File: config.mk
export PLATFORM = sky130hd
export DESIGN_NAME = game_controller
export DESIGN_NICKNAME = d
export VERILOG_FILES = /design/src/rtl/game_controller_pkg.sv /design/src/rtl/game_controller_frame_counter.sv /design/src/rtl/game_controller.sv
export SDC_FILE = /design/constraint.sdc
export NUM_CORES = 1
export LEC_CHECK = 0
export ABC_AREA = 1
export BUFFER_PORTS_ARGS = -buffer_cell sky130_fd_sc_hd__clkbuf_2
export CAP_MARGIN = 20
export CORE_UTILIZATION = 55
export CTS_CLUSTER_DIAMETER = 150
export DETAILED_ROUTE_END_ITERATION = 12
export PLACE_DENSITY = 0.79
export SETUP_SLACK_MARGIN = 0.05
export SKIP_LAST_GASP = 1
export SYNTH_ARGS = -nofsm -noshare
export SYNTH_HDL_FRONTEND = slang
export SYNTH_SLANG_ARGS = --single-unit
File: constraint.sdc
create_clock -name clk -period 2.6 [get_ports clk]
set_input_delay 0.39 -clock clk [delete_from_list [all_inputs] [get_ports clk]]
set_output_delay 0.39 -clock clk [all_outputs]
set_load 0.005 [all_outputs]
File: src/rtl/game_controller_pkg.sv
// Shared game-state encoding, score width and frame-counter width.
// Latency: n/a (types and constants only).
// Backpressure: n/a.
package game_controller_pkg;

  localparam int SCORE_W = 7;
  localparam int CNT_W   = 8;

  typedef enum logic [1:0] {
    ST_IDLE  = 2'd0,
    ST_PLAY  = 2'd1,
    ST_DYING = 2'd2,
    ST_OVER  = 2'd3
  } game_state_t;

endpackage

File: src/rtl/game_controller_frame_counter.sv
// Loadable 8-bit down-counter, decremented on frame ticks, holds at zero.
// Latency: load or decrement is visible one clk after the enabling edge.
// Backpressure: none; load wins over tick, rst wins over both.
module frame_counter
  import game_controller_pkg::*;
(
  input  logic             clk,
  input  logic             rst,
  input  logic             tick,
  input  logic             load,
  input  logic [CNT_W-1:0] load_val,
  output logic             zero
);

  logic [CNT_W-1:0] count;

  // Count down one per tick; never wraps below zero.
  always_ff @(posedge clk) begin
    if (rst) begin
      count <= '0;
    end else if (load) begin
      count <= load_val;
    end else if (tick && (count != '0)) begin
      count <= count - 1'b1;
    end
  end

  assign zero = (count == '0);

endmodule

File: src/rtl/game_controller.sv
// Game flow FSM: IDLE/PLAY/DYING/OVER, jump arbitration, episode and high-score tracking.
// Latency: every output is registered; decisions land one clk after the fps_tick edge.
// Backpressure: none; optional high-score register enabled by GAME_CTRL_HISCORE_EN.
module game_controller
  import game_controller_pkg::*;
#(
  parameter int DEATH_FRAMES        = 60,
  parameter int AUTO_RESTART_FRAMES = 30
) (
  input  logic               clk,
  input  logic               rst,
  input  logic               fps_tick,
  input  logic               key_jump,
  input  logic               ql_jump,
  input  logic               ai_mode,
  input  logic               is_collide,
  input  logic [SCORE_W-1:0] current_score,
  output logic [1:0]         state,
  output logic               run_en,
  output logic               jump_out,
  output logic               game_rst,
  output logic [SCORE_W-1:0] high_score,
  output logic [7:0]         episodes
);

  // Counter values are "frames left minus one": the transition fires on the tick that sees zero.
  localparam logic [CNT_W-1:0] DEATH_LOAD = CNT_W'(DEATH_FRAMES - 1);
  localparam logic [CNT_W-1:0] OVER_LOAD  = CNT_W'(AUTO_RESTART_FRAMES - 1);

  game_state_t      state_q, state_d;
  logic             run_en_q, run_en_d;
  logic             jump_q, jump_d;
  logic             game_rst_q, game_rst_d;
  logic             pending_q;
  logic             mode_q;
  logic [7:0]       episodes_q;
  logic             key_eff;
  logic             cnt_load;
  logic [CNT_W-1:0] cnt_val;
  logic             cnt_zero;
  logic             ep_inc;

  frame_counter u_frame_counter (
    .clk      (clk),
    .rst      (rst),
    .tick     (fps_tick),
    .load     (cnt_load),
    .load_val (cnt_val),
    .zero     (cnt_zero)
  );

  // Capture key presses between frames; each tick consumes them and samples the control mode.
  always_ff @(posedge clk) begin
    if (rst) begin
      pending_q <= 1'b0;
      mode_q    <= 1'b0;
    end else if (fps_tick) begin
      pending_q <= 1'b0;
      mode_q    <= ai_mode;
    end else if (key_jump) begin
      pending_q <= 1'b1;
    end
  end

  // Next-state and output decisions; only a frame tick moves anything, game_rst self-clears.
  always_comb begin
    state_d    = state_q;
    run_en_d   = run_en_q;
    jump_d     = jump_q;
    game_rst_d = 1'b0;
    cnt_load   = 1'b0;
    cnt_val    = DEATH_LOAD;
    ep_inc     = 1'b0;
    key_eff    = pending_q | key_jump;
    if (fps_tick) begin
      if ((state_q != ST_IDLE) && (ai_mode != mode_q)) begin
        // Switching driver mid-game abandons the game without counting it.
        state_d    = ST_IDLE;
        run_en_d   = 1'b0;
        jump_d     = 1'b0;
        game_rst_d = 1'b1;
      end else begin
        case (state_q)
          ST_IDLE: begin
            if (ai_mode || key_eff) begin
              state_d  = ST_PLAY;
              run_en_d = 1'b1;
              // The AI follows its own decision on the first frame; a keyboard start is a jump.
              jump_d   = ai_mode ? ql_jump : 1'b1;
            end
          end
          ST_PLAY: begin
            if (is_collide) begin
              state_d  = ST_DYING;
              run_en_d = 1'b0;
              jump_d   = 1'b0;
              cnt_load = 1'b1;
              cnt_val  = DEATH_LOAD;
            end else begin
              run_en_d = 1'b1;
              jump_d   = ai_mode ? ql_jump : key_eff;
            end
          end
          ST_DYING: begin
            if (cnt_zero) begin
              state_d  = ST_OVER;
              ep_inc   = 1'b1;
              cnt_load = 1'b1;
              cnt_val  = OVER_LOAD;
            end
          end
          default: begin
            if (ai_mode ? cnt_zero : key_eff) begin
              state_d    = ST_IDLE;
              run_en_d   = 1'b0;
              jump_d     = 1'b0;
              game_rst_d = 1'b1;
            end
          end
        endcase
      end
    end
  end

  // State and registered outputs; episodes wraps naturally at 8 bits.
  always_ff @(posedge clk) begin
    if (rst) begin
      state_q    <= ST_IDLE;
      run_en_q   <= 1'b0;
      jump_q     <= 1'b0;
      game_rst_q <= 1'b0;
      episodes_q <= '0;
    end else begin
      state_q    <= state_d;
      run_en_q   <= run_en_d;
      jump_q     <= jump_d;
      game_rst_q <= game_rst_d;
      if (ep_inc) begin
        episodes_q <= episodes_q + 8'd1;
      end
    end
  end

`ifdef GAME_CTRL_HISCORE_EN
  logic [SCORE_W-1:0] high_score_q;

  // Keep the best final score, judged as each death sequence completes.
  always_ff @(posedge clk) begin
    if (rst) begin
      high_score_q <= '0;
    end else if (ep_inc && (current_score > high_score_q)) begin
      high_score_q <= current_score;
    end
  end

  assign high_score = high_score_q;
`else
  logic score_unused;
  assign score_unused = ^current_score;
  assign high_score   = '0;
`endif

  assign state    = state_q;
  assign run_en   = run_en_q;
  assign jump_out = jump_q;
  assign game_rst = game_rst_q;
  assign episodes = episodes_q;

endmodule

==> results.yml, run 1 <==
finish:
  diodes: 0
  layout_common_cells: "42 x nand2_1, 31 x inv_1, 24 x nor2_1"
  drive_above_1_share_pct: 20.58
  final_common_cell: "nand2_1"
  nets: 265
  layout.cells.non_filler: 273
  area_delta_synth_final_pct: 6.640
  fillers: 255
detailed_routing:
  drt-initial-drc-count: 19
  met3WireLength_um: 102
  routedWlPerCell_um: 10.36
  met1_length_um: 1392
  vias_per_cell: 4.952
  drcViolationCount: 0
  route.vias.total: 1352
  wirelength_um: 2829
  dr_wl_met2_um: 1316
  postRouteAntennaNets: 0
  first_pass_iters: 4
  top_layer: "met4"
pwr:
  p_sw_share_pct: 47.66
  power_frac_clock_pct: 9.8
  peakVddDrop_v: 0.0007738
  p_per_area_nw_per_um2: 1008
  total_power_w: 0.001661
  p_switching_w: 0.0007915
  p_leak_nw: 0.8350
  intPower_w: 0.0008692
  sequentialPowerShare_pct: 30.7
  combinationalPowerShare_pct: 59.5
placed_design:
  port-buffer-count: 19
  place_ws_ns: 0.8984
  hpwl_um: 2159
  dp_cells: 269
  place_congestion: 0.9151
critical_path:
  r2r_end: "u_frame_counter.count[5]"
  cp.arrival_ns: 2.02
  reg2reg_slack_ns: 0.85
  path_max_fanout: 13
  slowest_stage: "dfxtp_1"
  worstPathRequired_ns: 2.87
  startpoint: "state[0]"
  endpoint_kind: "flop"
  critPathKind: "flop to flop"
  reg2reg_depth: 11
  critical-path-max-stage-delay_ns: 0.43
  path_cells: "inv_1 -> ha_1 -> inv_2 -> nand3_4 -> nand2_2 -> nor2_2 -> nand2_2 -> nand3_1 -> nand3_1 -> nand2_1 -> inv_1"
  r2r-start: "state[0]"
  start_kind: "flop"
clocking:
  cts_max_level: 1
  clock_latency_ns: 0.31
  cts_tree: "yes"
  clock_sinks: 23
  cts_buffers: 3
  cts_resized: 0
  ctsHoldBuffers: 0
  root_buffer: "clkbuf_4"
  clk_pin_slew_worst_paths_ns: 0.13
  clk_path_buf_depth: 2
  cts_setup_buffers: 0
logic_synthesis:
  synth.distinct_cells: 30
  ys_ff_latch: 23
  synth_cells: 225
  ys.warnings.count: 0
  synth-seq-area-share_pct: 29.80
  synth_area_sq_um: 1545
  avgSynthCellArea_sq_um: 6.868
global_routing:
  grtUsageTotal_pct: 20.72
  grt_max_degree: 14
  overflow: 0
  antenna_found_initial: 0
  grt_pass1_vias: 1124
  grt_pass1_wl_um: 4609
sta:
  finalSetupTns_ns: 0
  rsz0062_at_grt: "no"
  fin_crit_sh_pct: 67.19
  drv_slew: 0
  setup_violations: 0
  fin_crit_ns: 1.747
  fin_ws_ns: 0.8531
  hold_violations: 0
  clock_skew_ns: 0.005973
  max_freq_mhz: 572.4
die:
  num_io_pins: 34
  rows: 18
  coreArea_sq_um: 2567
  die_y_um: 55.01
  start_util_pct: 60.19
  die_w_um: 55.01
  die_area_sq_um: 3026
min_path:
  holdCritStartpoint: "ai_mode"
  hold_path_class: "primary input to flop"
  whs_path_depth: 3
  min_to: "mode_q"
run_status:
  status: "finished clean"
flow_run:
  max_cap_violations: 0
power by group through the flow:
stage          Combinational, W  Clock [W]  Sequential, W
6_report               0.000988   0.000163       0.000509
3_5_place_dp           0.000986          0       0.000517
3_3_place_gp           0.000973          0       0.000515
5_1_grt                 0.00112   0.000185       0.000524
4_1_cts                0.000990   0.000171       0.000510
2_1_floorplan          0.000833          0       0.000507
registers in the layout, summed over array words and instances (netlist names):
name,cells
run_en,1
pending_q,1
state,2
jump_out,1
mode_q,1
episodes,8
game_rst,1
u_frame_counter.count,8
cell usage after synthesis:
master,n,area share (%)
nand3_1,23,7.4
dfxtp_1,23,30
nor2_8,1,1.3
xor2_1,3,1.7
o21a_1,1,0.49
buf_4,8,3.9
nor3_1,3,0.97
or2_2,1,0.41
nand3_2,3,1.9
nand3_4,1,1.1
ha_1,7,5.7
buf_6,1,0.73
nand2_2,7,2.8
nand2_4,2,1.5
conb_1,1,0.24
inv_1,31,7.5
nand4_1,4,1.6
nor2_4,3,2.2
buf_2,1,0.32
nor2_2,5,2.0
xnor2_1,2,1.1
nand3b_1,1,0.49
o21ai_0,6,1.9
a21oi_1,15,4.9
o21ai_1,1,0.32
clkbuf_1,1,0.24
nor2_1,24,5.8
inv_2,3,0.73
o21ai_2,1,0.57
nand2_1,42,10
cells by family (layout without fill, tap and decap cells):
group | count (synthesis) | after routing | share of synthesized area [%]
flops | 23 | 23 | 29.80
buf+inv | 45 | 57 | 13.44
fa+ha+maj | 7 | 7 | 5.668
xor+xnor | 5 | 5 | 2.835
compound gates | 24 | 24 | 8.178
other cells | 1 | 7 | 0.2427
simple gates | 120 | 120 | 39.84
critical path: cells and delay by family, from the launching register on:
family        cells  cell delay [ns]
fa+ha+maj         1             0.26
buf+inv           3             0.26
flops             1             0.43
simple gates      7             0.74
metrics by stage:
| step | hold WS (ns) | area (sq um) | utilization (%) |
|---|---|---|---|
| 2_1_floorplan | 0.4557 | 1568 | - |
| 3_3_place_gp | 0.4578 | 1620 | 63.11 |
| 3_5_place_dp | 0.4589 | 1620 | 63.11 |
| 4_1_cts | 0.3609 | 1648 | 64.18 |
| 5_1_grt | 0.3684 | 1648 | 64.18 |
| 6_report | 0.3611 | 1648 | 64.18 |
metal layers:
| metal | vias to the layer above | track usage (%) |
|---|---|---|
| li1 | 728 | - |
| met1 | 602 | 26.61 |
| met2 | 20 | 35.94 |
| met3 | 2 | 4.918 |
| met4 | 0 | 2.500 |
| met5 | - | 0 |
worst max path at each step:
stage,end,cells after the start
after floorplan,u_frame_counter.count[4],11
after global placement,state[1],10
after detailed placement,u_frame_counter.count[5],11
after CTS,u_frame_counter.count[5],11
after global routing,u_frame_counter.count[5],11
final,u_frame_counter.count[5],11
area by class of cell:
type,count,area (sq um),area share (%)
Tap cell,30,37.54,2.278
Timing Repair Buffer,19,95.09,5.771
Clock inverter,1,5.005,0.3037
Clock buffer,3,22.52,1.367
Inverter,34,127.6,7.745
Multi-Input combinational cell,163,899.6,54.59
Sequential cell,23,460.4,27.94
(Power assumes the default switching activity.)
==> inputs of run 2 (changes only) <==
Settings changed: CORE_UTILIZATION 55 to 54, PLACE_DENSITY 0.79 to 0.77.
Clock period 2.6 ns to 1.8 ns, I/O delays scaled along.
==> run 2 against run 1 <==
  * Clock skew fell by 0.0047 ns
  * Flip-flop and latch count did not move
  * Sequential share of layout area fell by 0.60 points
  * Non-clock buffer count rose by 3
  * Worst setup slack got worse by 0.67 ns
  * Combinational power rose by 53%
  * Final area rose by 3.0%
  * Register-to-register slack got worse by 0.67 ns
  * Final cell count rose by 1.5%
  * Sequential power rose by 45%
  * Critical path type unchanged
==> results.yml, run 2 (synthesis results as in run 1) <==
sta:
  fin_crit_sh_pct: 89.69
  setup_violations: 0
  drv_slew: 0
  hold_ws_ns: 0.2354
  rsz0062_at_grt: "yes"
  finalSetupTns_ns: 0
  hold_violations: 0
  clock_skew_ns: 0.001232
  fin_crit_ns: 1.614
  max_freq_mhz: 619.4
detailed_routing:
  drt-initial-drc-count: 47
  route.vias.total: 1371
  wirelength_um: 2903
  postRouteAntennaNets: 0
  routedWlPerCell_um: 10.48
  vias_per_cell: 4.949
  first_pass_iters: 4
  drcViolationCount: 0
critical_path:
  path_cells: "inv_1 -> ha_2 -> inv_2 -> nand3_4 -> nand2_2 -> nand3_1 -> nor2_1 -> nand2_1 -> nand2_1 -> nand2_1 -> nor2_1"
  critPathKind: "flop to flop"
  path_max_fanout: 8
  slowest_stage: "dfxtp_2"
  worstPathRequired_ns: 2.06
  cp.arrival_ns: 1.88
  endpoint_kind: "flop"
  start_kind: "flop"
  critical-path-max-stage-delay_ns: 0.39
  worst_path_most_repeated_cell: "nand2_1"
flow_run:
  max_cap_violations: 0
die:
  start_util_pct: 56.52
  die_area_sq_um: 3080
  die_w_um: 55.50
  rows: 19
  num_io_pins: 34
  die_y_um: 55.50
  coreArea_sq_um: 2734
finish:
  diodes: 0
  final_common_cell: "nand2_1"
  layout_common_cells: "42 x nand2_1, 31 x inv_1, 24 x nor2_1"
  drive_above_1_share_pct: 23.58
  nets: 268
  area_delta_synth_final_pct: 9.879
  final_area_sq_um: 1698
  fillers: 257
global_routing:
  grt_max_degree: 14
  grtUsageTotal_pct: 19.54
  grt_pass1_wl_um: 4878
  overflow: 0
  grt_pass1_vias: 1153
  antenna_found_initial: 0
clocking:
  clk_pin_slew_worst_paths_ns: 0.13
  clk_path_buf_depth: 2
  cts_max_level: 1
  cts_tree: "yes"
  cts_buffers: 3
  clock_latency_ns: 0.32
  root_buffer: "clkbuf_4"
  clock_sinks: 23
pwr:
  peakVddDrop_v: 0.001153
  total_power_w: 0.002499
  p_per_area_nw_per_um2: 1472
  p_leak_nw: 0.8644
placed_design:
  dpl-instance-area_sq_um: 1622
  port-buffer-count: 19
  place_congestion: 0.9390
  hpwl_um: 2157
run_status:
  status: "finished clean"
min_path:
  hold_path_class: "primary input to flop"
-- run 2: cell count changes in the layout (fill, tap and decap cells not counted), sizes merged --
cell and change:
buf +3
-- run 2: path summary, 6_finish.rpt --
kind         cells past startpoint     start       end  slack (ns)
max                             11  state[0]  state[1]        0.19
min                              3   ai_mode    mode_q        0.24
max reg2reg                     11  state[0]  state[1]        0.19
min reg2reg                      2  jump_out  jump_out        0.47
-- run 2: layer usage --
metal  GRT usage (%)  share of wire, %
met1           26.50                49
met2           31.15                46
met3           2.108               2.5
met4           8.929               1.8
met5               0                 0
-- run 2: what timing repair did --
action                     in CTS  in global routing
hold buffers                    0                  0
setup buffers                   0                  3
pin swaps                       0                  2
resized for setup               1                  7
setup endpoints to repair       1                 13
-- run 2: layout make-up --
cell class / count / area (sq um) / share of cell area [%]
clock inverters: 1 / 5.005 / 0.2948
well taps: 31 / 38.79 / 2.284
clock buffers: 3 / 22.52 / 1.326
multi-input cells: 163 / 922.1 / 54.31
inverters: 34 / 127.6 / 7.517
flip-flops and latches: 23 / 464.2 / 27.34
repair buffers: 22 / 117.6 / 6.927
-- run 2: worst max-delay path: cells and delay by family, from the launching register on --
| family | cells | cell delay, ns |
|---|---|---|
| buffers and inverters | 2 | 0.17 |
| AND/OR/NAND/NOR | 8 | 0.77 |
| flip-flops | 1 | 0.39 |
| adder cells (fa/ha/maj) | 1 | 0.21 |
-- run 2: per-stage QoR --
step | worst slack [ns] | cells | util [%]
3_5_place_dp | 0.07066 | 270 | 59.31
3_3_place_gp | 0.1372 | 270 | 59.31
2_1_floorplan | 0.2471 | 231 | -
6_report | 0.1856 | 277 | 62.11
5_1_grt | 0.04308 | 277 | 62.11
4_1_cts | 0.07111 | 274 | 60.50
-- run 2: report_power, final --
group | internal, W | total (W) | leakage, nW | switching, W
Clock | 0.0000833 | 0.000250 | 0.0177 | 0.000167
Sequential | 0.000633 | 0.000739 | 0.189 | 0.000106
Combinational | 0.000594 | 0.00151 | 0.658 | 0.000915
Total | 0.00131 | 0.00250 | 0.864 | 0.00119
==> inputs of run 3 (changes only) <==
Settings changed: ABC_AREA 1 to default, CORE_UTILIZATION 54 to 52, PLACE_DENSITY 0.77 to 0.76.
==> run 3 against run 2 <==
  * The flow now finishes with violations (setup timing)
  * Synthesized area fell by 11%
  * Worst setup slack got worse by 0.41 ns
  * Flip-flop and latch count did not move
  * Power rose by 21%
  * Final cell count fell by 12%
  * Combinational power rose by 36%
  * Sequential power fell by 3.5%
  * Non-clock buffer count rose by 34
  * Count of clock-buffer cells in the layout did not move
  * Via count rose by 3.8%
  * Critical endpoint is now episodes[5]
  * Largest cell class unchanged
==> results.yml, run 3 <==
run_status:
  status: "complete, but fails checks"
  violations: "setup timing"
finish:
  final_common_cell: "buf_4"
  area_delta_synth_final_pct: 41.55
  layout_common_cells: "35 x buf_4, 19 x dfxtp_1, 19 x clkbuf_2"
  final_util_pct: 78.28
  drive_above_1_share_pct: 45.54
  layout.cells.non_filler: 243
  final_area_sq_um: 1939
  nets: 235
  diodes: 0
detailed_routing:
  drcViolationCount: 0
  route.vias.total: 1423
  postRouteAntennaNets: 0
  routedWlPerCell_um: 17.20
  vias_per_cell: 5.856
  first_pass_iters: 6
  drt-initial-drc-count: 49
  wirelength_um: 4180
placed_design:
  port-buffer-count: 19
  hpwl_um: 2301
  dp_cells: 234
  dpl-instance-area_sq_um: 1698
  place_congestion: 0.8949
die:
  die_area_sq_um: 2844
  num_io_pins: 34
  die_w_um: 53.33
  start_util_pct: 55.30
  die_y_um: 53.33
  coreArea_sq_um: 2477
  rows: 18
pwr:
  peakVddDrop_v: 0.001292
  p_per_area_nw_per_um2: 1560
  p_leak_nw: 0.8515
sta:
  fin_crit_sh_pct: 112.2
  fin_ws_ns: -0.2203
  hold_violations: 0
  setup_violations: 16
  clock_skew_ns: 0.01059
  fin_crit_ns: 2.020
  hold_ws_ns: 0.2472
  max_freq_mhz: 495.0
  drv_slew: 0
  finalSetupTns_ns: -2.112
  rsz0062_at_grt: "yes"
clocking:
  clock_sinks: 23
  cts_tree: "yes"
  cts_buffers: 3
  clk_path_buf_depth: 2
  root_buffer: "clkbuf_4"
  cts_max_level: 1
  clk_pin_slew_worst_paths_ns: 0.14
  clock_latency_ns: 0.33
  ctsHoldBuffers: 0
logic_synthesis:
  ys.warnings.count: 0
  async_flop_share_pct: 0
  synth.distinct_cells: 44
  yosys.area.top_type_share_pct: 33.61
  synth_ff_type: "dfxtp_1"
  synth_area_sq_um: 1370
  synth.most_common_cell: "dfxtp_1"
  synth_cells: 159
  synthTopCellsByArea: "dfxtp_1 34%, ha_1 6.4%, xnor2_1 6.4%, nor2_1 4.4%, buf_4 3.8%"
  ys_ff_latch: 23
  synth_area_leader_cell: "dfxtp_1"
  synth-seq-area-share_pct: 33.61
  synth_edf_count: 0
  avgSynthCellArea_sq_um: 8.617
  synth_common_cells: "23 x dfxtp_1, 16 x nor2_1, 11 x inv_1"
critical_path:
  startpoint: "u_frame_counter.count[0]"
  r2r_end: "episodes[5]"
  crit_end: "episodes[5]"
  reg2reg_depth: 9
  cp.arrival_ns: 2.22
  reg2reg_slack_ns: -0.22
  endpoint_kind: "flop"
  r2r-start: "u_frame_counter.count[0]"
  worstPathRequired_ns: 2.00
  critPathKind: "flop to flop"
  start_kind: "flop"
  path_max_fanout: 5
min_path:
  hold_path_class: "primary input to flop"
  holdCritStartpoint: "key_jump"
global_routing:
  grt_pass1_vias: 1294
  grt_pass1_wl_um: 5727
  grt_max_degree: 25
  antenna_found_initial: 0
  overflow: 0
  grtUsageTotal_pct: 28.10
flow_run:
  max_cap_violations: 0
run 3: critical path, cell delays in order (launching register included):
cell     delay [ns]
dfxtp_2        0.35
inv_2          0.05
ha_1           0.14
nor3b_4        0.31
nand2_4        0.07
buf_4          0.16
buf_6          0.15
nor4_4         0.34
xnor2_1        0.21
nor2_1         0.10
run 3: final cells by class:
cell class	count	area [sq um]
Multi-Input combinational cell	119	987.2
Fill cell	166	538.0
Sequential cell	23	465.4
Timing Repair Buffer	56	380.4
Inverter	11	41.29
Tap cell	30	37.54
Clock buffer	3	22.52
Clock inverter	1	5.005
run 3: kinds of logic (layout without fill, tap and decap cells):
kind of cell | count (synthesis) | after routing | share of synthesized area, %
flops | 23 | 23 | 33.61
other cells | 1 | 7 | 0.2737
xor+xnor | 11 | 11 | 7.032
mux | 6 | 6 | 4.566
simple gates | 59 | 59 | 25.57
buf+inv | 23 | 71 | 8.858
fa+ha+maj | 7 | 7 | 6.392
compound gates | 29 | 29 | 13.70
run 3: worst min-delay path by stage:
| stage | cells after the start | end | slack [ns] |
|---|---|---|---|
| after floorplan | 2 | state[1] | 0.44 |
| final | 3 | pending_q | 0.25 |
| after CTS | 3 | pending_q | 0.27 |
| after detailed placement | 2 | jump_out | 0.50 |
| after global placement | 2 | episodes[6] | 0.49 |
| after global routing | 3 | pending_q | 0.27 |
run 3: what timing repair did:
action	in CTS	in global routing
setup endpoints to repair	13	20
pin swaps	15	7
endpoints found under the hold margin	0	0
buffers inserted	5	0
resized for setup	24	12
run 3: report_power, final:
part / internal [W] / switching [W]
combinational: 0.00104 / 0.00101
clock: 0.0000836 / 0.000176
sequential: 0.000620 / 0.0000922
total: 0.00175 / 0.00128
run 3: routing by layer:
layer | global-route usage [%] | part of all wire, % | vias to the layer above
met5 | 0 | 0 | -
met4 | 11.40 | 3.9 | 0
met2 | 48.75 | 50 | 70
met3 | 4.310 | 5.6 | 22
met1 | 33.85 | 40 | 670
li1 | - | - | 661
run 3: through the flow:
step	worst slack (ns)	total power (W)
final	-0.2203	0.003025
after global placement	-0.1363	0.002140
after detailed placement	-0.2008	0.002190
after CTS	-0.1647	0.002775
after global routing	-0.2845	0.003157
after floorplan	-0.1177	0.001577
